<file path="src/rtl/capture_pkg.sv">
// Shared defaults and types for the capture controller.
package capture_pkg;

  localparam int CAP_ENTRIES = 384;
  localparam int CAP_ADDR_W  = 9;
  localparam int CAP_DECIM_W = 16;

  typedef enum logic [1:0] {
    IDLE    = 2'd0,
    CAPTURE = 2'd1,
    POST    = 2'd2,
    DONE    = 2'd3
  } cap_state_t;

endpackage

</file>
<file path="src/rtl/capture_decim.sv">
// Sample decimator: flags one of every 2^decimator strobes while enabled.
// Only instantiated when CAPTURE_DECIMATE_EN is defined.
module capture_decim
  import capture_pkg::*;
(
  input  logic       clk,
  input  logic       rst,
  input  logic       clr,
  input  logic       en,
  input  logic       wrt_smpl,
  input  logic [3:0] decimator,
  output logic       keep
);

  logic [CAP_DECIM_W-1:0] decim_cnt_reg;
  logic [CAP_DECIM_W-1:0] decim_limit;

  // 2^decimator - 1; decimator=15 gives a 32768-strobe period.
  assign decim_limit = CAP_DECIM_W'((32'd1 << decimator) - 32'd1);
  assign keep        = en && wrt_smpl && (decim_cnt_reg == decim_limit);

  always_ff @(posedge clk) begin
    if (rst || clr) begin
      decim_cnt_reg <= '0;
    end else if (en && wrt_smpl) begin
      decim_cnt_reg <= keep ? '0 : decim_cnt_reg + CAP_DECIM_W'(1);
    end
  end

endmodule

</file>
<file path="src/rtl/capture_unit.sv">
// Circular-buffer capture controller: pre-trigger fill, trigger arm, post-trigger count.
// Define CAPTURE_DECIMATE_EN to enable strobe decimation via capture_decim.
module capture_unit
  import capture_pkg::*;
#(
  parameter int ENTRIES = CAP_ENTRIES,
  parameter int ADDR_W  = CAP_ADDR_W
) (
  input  logic              clk,
  input  logic              rst,
  input  logic              wrt_smpl,
  input  logic              run,
  input  logic              capture_done,
  input  logic              triggered,
  input  logic [3:0]        decimator,
  input  logic [ADDR_W-1:0] trig_pos,
  output logic              we,
  output logic [ADDR_W-1:0] waddr,
  output logic              set_capture_done,
  output logic              armed
);

  localparam int CNT_W = ADDR_W + 1;
  localparam int SUM_W = ADDR_W + 2;

  cap_state_t        state_reg;
  logic [ADDR_W-1:0] waddr_reg;
  logic [ADDR_W-1:0] post_cnt_reg;
  logic [CNT_W-1:0]  smpl_cnt_reg;
  logic              armed_reg;
  logic              set_capture_done_reg;

  logic              start;
  logic              sampling;
  logic              keep;
  logic              store;
  logic [ADDR_W-1:0] waddr_inc;
  logic [CNT_W-1:0]  smpl_cnt_next;
  logic              arm_hit;
  logic              post_done;

  assign start    = (state_reg == IDLE) && run && !capture_done;
  assign sampling = (state_reg == CAPTURE) || (state_reg == POST);

`ifdef CAPTURE_DECIMATE_EN
  capture_decim u_decim (
    .clk       (clk),
    .rst       (rst),
    .clr       (start),
    .en        (sampling),
    .wrt_smpl  (wrt_smpl),
    .decimator (decimator),
    .keep      (keep)
  );
`else
  logic decimator_unused;
  assign decimator_unused = ^decimator;
  assign keep             = sampling && wrt_smpl;
`endif

  // Once the post-trigger count is reached no further sample may land in the buffer.
  always_comb begin
    store = 1'b0;
    case (state_reg)
      CAPTURE: store = keep;
      POST:    store = keep && (post_cnt_reg != trig_pos);
      default: store = 1'b0;
    endcase
  end

  assign waddr_inc     = (waddr_reg == ADDR_W'(ENTRIES - 1)) ? '0 : waddr_reg + ADDR_W'(1);
  assign smpl_cnt_next = (store && (smpl_cnt_reg != CNT_W'(ENTRIES)))
                         ? smpl_cnt_reg + CNT_W'(1) : smpl_cnt_reg;
  assign arm_hit       = (SUM_W'(smpl_cnt_next) + SUM_W'(trig_pos)) >= SUM_W'(ENTRIES);
  assign post_done     = (post_cnt_reg == trig_pos)
                         || (store && ((post_cnt_reg + ADDR_W'(1)) == trig_pos));

  always_ff @(posedge clk) begin
    if (rst) begin
      state_reg            <= IDLE;
      waddr_reg            <= '0;
      post_cnt_reg         <= '0;
      smpl_cnt_reg         <= '0;
      armed_reg            <= 1'b0;
      set_capture_done_reg <= 1'b0;
    end else begin
      set_capture_done_reg <= 1'b0;
      case (state_reg)
        IDLE: begin
          if (start) begin
            state_reg    <= CAPTURE;
            waddr_reg    <= '0;
            post_cnt_reg <= '0;
            smpl_cnt_reg <= '0;
            armed_reg    <= 1'b0;
          end
        end
        CAPTURE: begin
          if (store) begin
            waddr_reg    <= waddr_inc;
            smpl_cnt_reg <= smpl_cnt_next;
          end
          if (!run) begin
            state_reg <= IDLE;
            armed_reg <= 1'b0;
          end else begin
            if (arm_hit) begin
              armed_reg <= 1'b1;
            end
            if (triggered && armed_reg) begin
              state_reg    <= POST;
              post_cnt_reg <= '0;
            end
          end
        end
        POST: begin
          if (store) begin
            waddr_reg    <= waddr_inc;
            post_cnt_reg <= post_cnt_reg + ADDR_W'(1);
          end
          if (!run) begin
            state_reg <= IDLE;
            armed_reg <= 1'b0;
          end else if (post_done) begin
            state_reg            <= DONE;
            set_capture_done_reg <= 1'b1;
          end
        end
        DONE: begin
          // Give the config block the pulse cycle to raise capture_done before testing it.
          if (!capture_done && !set_capture_done_reg) begin
            state_reg <= IDLE;
            armed_reg <= 1'b0;
          end
        end
        default: state_reg <= IDLE;
      endcase
    end
  end

  assign we               = store;
  assign waddr            = waddr_reg;
  assign set_capture_done = set_capture_done_reg;
  assign armed            = armed_reg;

endmodule
</file>
<file path="config.mk">
export PLATFORM = sky130hd
export DESIGN_NAME = capture_unit
export DESIGN_NICKNAME = d
export VERILOG_FILES = /design/src/rtl/capture_pkg.sv /design/src/rtl/capture_decim.sv /design/src/rtl/capture_unit.sv
export SDC_FILE = /design/constraint.sdc
export NUM_CORES = 1
export LEC_CHECK = 0
export CORE_MARGIN = 5
export CORE_UTILIZATION = 40
export CTS_BUF_LIST = sky130_fd_sc_hd__clkbuf_4 sky130_fd_sc_hd__clkbuf_8
export CTS_CLUSTER_SIZE = 28
export DETAILED_ROUTE_END_ITERATION = 10
export PLACE_DENSITY_LB_ADDON = 0.08
export SLEW_MARGIN = 15
export SYNTH_ARGS = -nofsm -noshare
export SYNTH_HDL_FRONTEND = slang
export SYNTH_SLANG_ARGS = --single-unit
</file>
<file path="constraint.sdc">
create_clock -name clk -period 3.4 [get_ports clk]
set_input_delay 0.68 -clock clk [delete_from_list [all_inputs] [get_ports clk]]
set_output_delay 0.68 -clock clk [all_outputs]
set_load 0.02 [all_outputs]
</file>
* Yosys cells after proc, flatten, opt, wreduce, memory -nomap -nowiden
Cells that the tools add are included.
** Storage, ports and cells
- Register bits after elaboration :: 32
- Word-level logic and storage cells :: 82
** Cells by class
- Add/sub/neg operators :: 4
- Magnitude comparators :: 1
- Equal/unequal tests :: 19
- Multiplexer cells :: 27
- Bitwise operators :: 2
- Reductions and logical operators :: 23
** Operators by type and width (number)
- $mux W9 :: 6
- $mux W10 :: 3
- $pmux W9 S3 :: 1
- $pmux W10 S2 :: 1
- $add A9 B1 Y9 const B :: 2
- $eq A9 B9 Y1 :: 2
- $pmux W9 S2 :: 1
- $mux W2 :: 6
- $ne A2 B2 Y1 const B :: 6
- $add A10 B9 Y11 :: 1
- $ge A11 B9 Y1 const B :: 1
- $add A10 B1 Y10 const B :: 1
- $ne A10 B9 Y1 const B :: 1
- $eq A9 B9 Y1 const B :: 1
- $ne A9 B9 Y1 :: 1
- $logic_and A1 B1 Y1 :: 8
- $pmux W2 S4 :: 1
- $reduce_and A4 Y1 :: 2
- $mux W1 :: 6
- $ne A3 B3 Y1 const B :: 2
- $reduce_and A3 Y1 :: 2
- $reduce_and A5 Y1 :: 1
- $eq A2 B2 Y1 const B :: 2
- $ne A2 B1 Y1 const B :: 2
- other kinds (12) :: 16

* Longest topological paths before layout
- Depth after elaboration :: 12
- Mapped depth :: 17
- Depth with buffers taken out :: 16

* Worst setup path after synthesis
No wires, ideal clock.
- Path kind :: in2reg
- Start :: in trig_pos[0]
- End :: reg armed_reg, in the netlist armed
- Library setup time :: 0.074 ns
- Arrival :: 3.527 ns
- Data required time :: 3.326 ns
- Setup slack :: -0.201 ns
- Cell stages on the path :: 14
- Buffers on the path :: 1
- Cell sequence :: xor2_1 > or4_1 > and4b_1 > buf_6 > nor2_2 > nand2_1 > xnor2_1 > ha_1 > a21oi_1 > a21oi_1 > a2111oi_0 > nor2b_1 > a22o_1 > a31oi_1
** Between the ends
- Longest elaborated chain between the ends :: 9
** Ends and longest elaborated chain
- start, declared :: RTL line capture_unit.sv:16 : input logic [ADDR_W-1:0] trig_pos,
- $ne A9 B9 Y1 :: RTL line capture_unit.sv:66 : POST: store = keep && (post_cnt_reg != trig_pos);
- $logic_and A1 B1 Y1 :: RTL line capture_unit.sv:66
- $pmux W1 S2 :: RTL line capture_unit.sv:64 : case (state_reg)
- $logic_and A1 B1 Y1 :: RTL line capture_unit.sv:72 : assign smpl_cnt_next = (store && (smpl_cnt_reg != CNT_W'(ENTRIES)))
- $mux W10 :: RTL line capture_unit.sv:73 : ? smpl_cnt_reg + CNT_W'(1) : smpl_cnt_reg;
- $add A10 B9 Y11 (*) :: RTL line capture_unit.sv:74 : assign arm_hit = (SUM_W'(smpl_cnt_next) + SUM_W'(trig_pos)) >= SUM_W'(ENTRIES);
- $ge A11 B9 Y1 (*) :: RTL line capture_unit.sv:74
- $ne A3 B3 Y1 (no line) (*)
- $reduce_and A4 Y1 (no line) (*)
- end signal, assigned :: RTL line capture_unit.sv:84 : armed_reg <= 1'b0;
- end signal, assigned :: RTL line capture_unit.sv:95 : armed_reg <= 1'b0;
- end signal, assigned :: RTL line capture_unit.sv:105 : armed_reg <= 1'b0;
- end, declared :: RTL line capture_unit.sv:30 : logic armed_reg;
Mark *: on every way between the ends. The rest lies on a longest branch, timed or not.
A chain may end at the register's enable or synchronous reset.

* Worst setup path in the final report
- Start :: in trig_pos[1]
- End :: reg armed_reg, in the netlist armed
The elaborated chain is that of the path after synthesis.

==> impl_metrics.ini <==
[floorplanning]
die_area_mm2 = 0.00883
ios = 31
die_width_um = 94.0
chipHeight_um = 94.0
core_area_mm2 = 0.00683
rows = 30
start_util = 0.413

[status]
violations = negative setup slack
status = finished, violations left

[power]
vdd_drop_max_v = 0.000152
seqPwrFrac = 0.366
powerDensity_mw_per_mm2 = 273
swShare = 0.314
cellLeakagePower_nw = 1.50
switchingPower_mw = 0.325
p_clk_frac = 0.368
pwr-share-comb = 0.266
p_int_mw = 0.711

[clock_network]
numCtsBuffers = 5
clk_latency_ps = 290
cts-htree-levels = 2
cts_tree = built
cts_hold_buffers = 0
root_buffer = clkbuf_8
cts.sinks = 32
clk_pin_slew_worst_paths_ps = 80
clock_path_buffers = 2

[synthesis]
synth_warnings = 0
synth_edf_count = 0
synth_top_area_cell = dfxtp_1
avgSynthCellArea_um2 = 7.83
netlist_instances = 360
ys_async_sr_fraction = 0
synth-seq-cells = 32
synth_top_area_share = 0.227
synth_flop_cell = dfxtp_1
syn_area_mm2 = 0.00282
syn-num-nets = 401
synthDistinctLibCells = 59
synth_area_leaders = dfxtp_1 23%, ha_1 9.3%, nand2_1 4.1%
ys_seq_area_frac = 0.227

[route]
drt_iter0_markers = 161
num_vias = 3019
dr.pass1.iters = 4
met1Wirelength_mm = 4.05
highest_layer = met4
routed_via_density = 5.65
drc = 0
wl_met3_um = 325
avgRoutedWirePerCell_um = 15.8
ant_nets = 0
routed_wl_mm = 8.42
route.met2.wl_mm = 3.95

[worst_hold_path]
hold_class = reg -> reg
whs_path_depth = 2
hp-start = smpl_cnt_reg[0]$_SDFFE_PP0P_

[timing]
final_hold_viol_count = 0
skew_ps = 7.09
relSlewSlack = 0.666
post-route-period-util = 1.01
timing.hold.ws_ps = 495
maxSlewViolCount = 0
min_period_ps = 3420
fmax_mhz = 292
setup_slack_ps = -23.4
worst_pin_slew_ps = 497
setup_viol = 1
rsz0062_at_grt = yes

[final_layout]
area_growth_pct = 34.7
fill_cells = 684
antenna_cells = 0
layout.nets = 478
layout-drive-gt1-share = 0.247
largest_reg_flops = 10

[global_route]
grt_pass1_wl_mm = 13.9
grt_use_total = 0.196
antenna_found_initial = 0
grt_max_degree = 20
overflow = 0
grt_pass1_vias = 2885

[run]
maxCapViolations = 0

[critical_path]
crit_path_start = trig_pos[1]
cp.required_ps = 3620
crit_type = in -> reg
crit_fanout = 4
cp-start-kind = primary input
crit_arrival_ps = 3640
worstRegToRegCells = 15
r2r_start = post_cnt_reg[1]$_SDFFE_PP0P_
cp-end-kind = flop

[placed_design]
pre_cts_ws_ps = -720
hpwl_mm = 6.37
io_buffers = 26
gp_congestion = 0.868
## final cells by class
class	instances	area (um2)	area share
Inverter	13	48.8	0.0128
Sequential cell	32	641	0.169
Clock inverter	3	42.5	0.0112
Clock buffer	5	68.8	0.0181
Tap cell	96	120	0.0316
Multi-Input combinational cell	297	2160	0.569
Timing Repair Buffer	88	718	0.189
## kinds of logic (layout without fill, tap and decap cells)
logic type | count (synthesis) | after routing | share of synthesized area
muxes | 5 | 5 | 0.0177
xor gates and xnor gates | 23 | 23 | 0.0741
buffers and inverters | 31 | 109 | 0.0461
AOI/OAI and AO/OA | 100 | 100 | 0.244
adders and majority gates | 22 | 22 | 0.100
DFF | 32 | 32 | 0.227
and+or+nand+nor | 147 | 147 | 0.291
## per-layer routing
metal / GRT usage / up-vias
met4: 0.0529 / 0
met5: 0 / -
met1: 0.259 / 1440
li1: - / 1506
met3: 0.0264 / 6
met2: 0.332 / 67
## cells in the mapped netlist, drive strengths merged, types with 8 or more instances
| library cell | count |
|---|---|
| dfxtp | 32 |
| nand2 | 31 |
| nor2 | 27 |
| a21oi | 23 |
| ha | 21 |
| o21ai | 17 |
| xor2 | 14 |
| a31oi | 13 |
| clkbuf | 13 |
| inv | 13 |
| nand3 | 12 |
| a311oi | 11 |
| and3 | 9 |
| nor4 | 9 |
| xnor2 | 9 |
| nor3 | 8 |
## placed cells by master, fill, tap and decap left out, types with 3 or more instances in the layout
cell type,netlist,final
nand3_1,12,11
buf_6,1,4
nand4_1,6,6
a211oi_1,6,5
o211ai_1,3,3
o31ai_1,5,5
ha_1,21,20
inv_1,13,12
nand4b_1,4,4
dlygate4sd2_1,0,4
nand2_1,31,30
nand3b_1,3,3
nor3b_1,4,3
a21oi_2,2,3
xnor2_1,9,6
o31a_1,3,3
dfxtp_1,32,32
a21oi_1,21,20
buf_4,1,61
clkdlybuf4s50_1,0,16
nor3_1,8,7
xor2_2,1,4
nor4_1,8,8
a41oi_1,6,6
a31oi_1,12,12
nand2b_1,7,7
xor2_1,13,10
a311oi_1,11,11
o21ai_0,17,17
mux2i_1,5,5
or4_1,5,4
and3_1,9,9
or2_2,4,4
clkbuf_8,0,5
xnor2_2,0,3
nor2_1,26,25
nor2b_1,7,7
## worst paths after layout
path / to / slack, ps
worst max-delay path: armed$_SDFFE_PP0P_ / -20
worst min-delay path: smpl_cnt_reg[0]$_SDFFE_PP0P_ / 490
worst max register to register: armed$_SDFFE_PP0P_ / 110
worst min register to register: smpl_cnt_reg[0]$_SDFFE_PP0P_ / 490
## through the flow
step                      cell area [um2]  std cells   util  total power [mW]  TNS, ps
after floorplan                      2840        360      -             0.535    -52.4
final                                3800        534  0.556              1.04    -23.4
after CTS                            3760        533  0.551              1.04        0
after global routing                 3800        534  0.556              1.09     -154
after detailed placement             3570        522  0.523             0.655    -1080
after global placement               3570        522  0.523             0.654     -971
## worst max-delay path, stage by stage
cell and delay (ps):
buf_6 90, xor2_1 130, or4_4 540, and4b_2 340, nor2_4 60, xnor2_2 180, ha_2 200, inv_2 40
fa_2 320, nand4b_1 210, a21oi_2 180, buf_4 140, nor3_2 30, a31oi_1 240, a211oi_2 100, a31oi_1 160
## power by group through the flow
stage	Combinational, mW	Sequential, mW	Clock, mW
finish	0.276	0.379	0.381
global route	0.302	0.379	0.407
CTS	0.271	0.379	0.394
detailed placement	0.267	0.388	0
global placement	0.266	0.388	0
floorplan	0.145	0.390	0
## timing repair
item | CTS | global route
pin swaps | 14 | 12
resized for setup | 37 | 9
setup buffers | 3 | 1
setup endpoints to repair | 2 | 1
No activity file was read; power rests on OpenSTA's default activity.
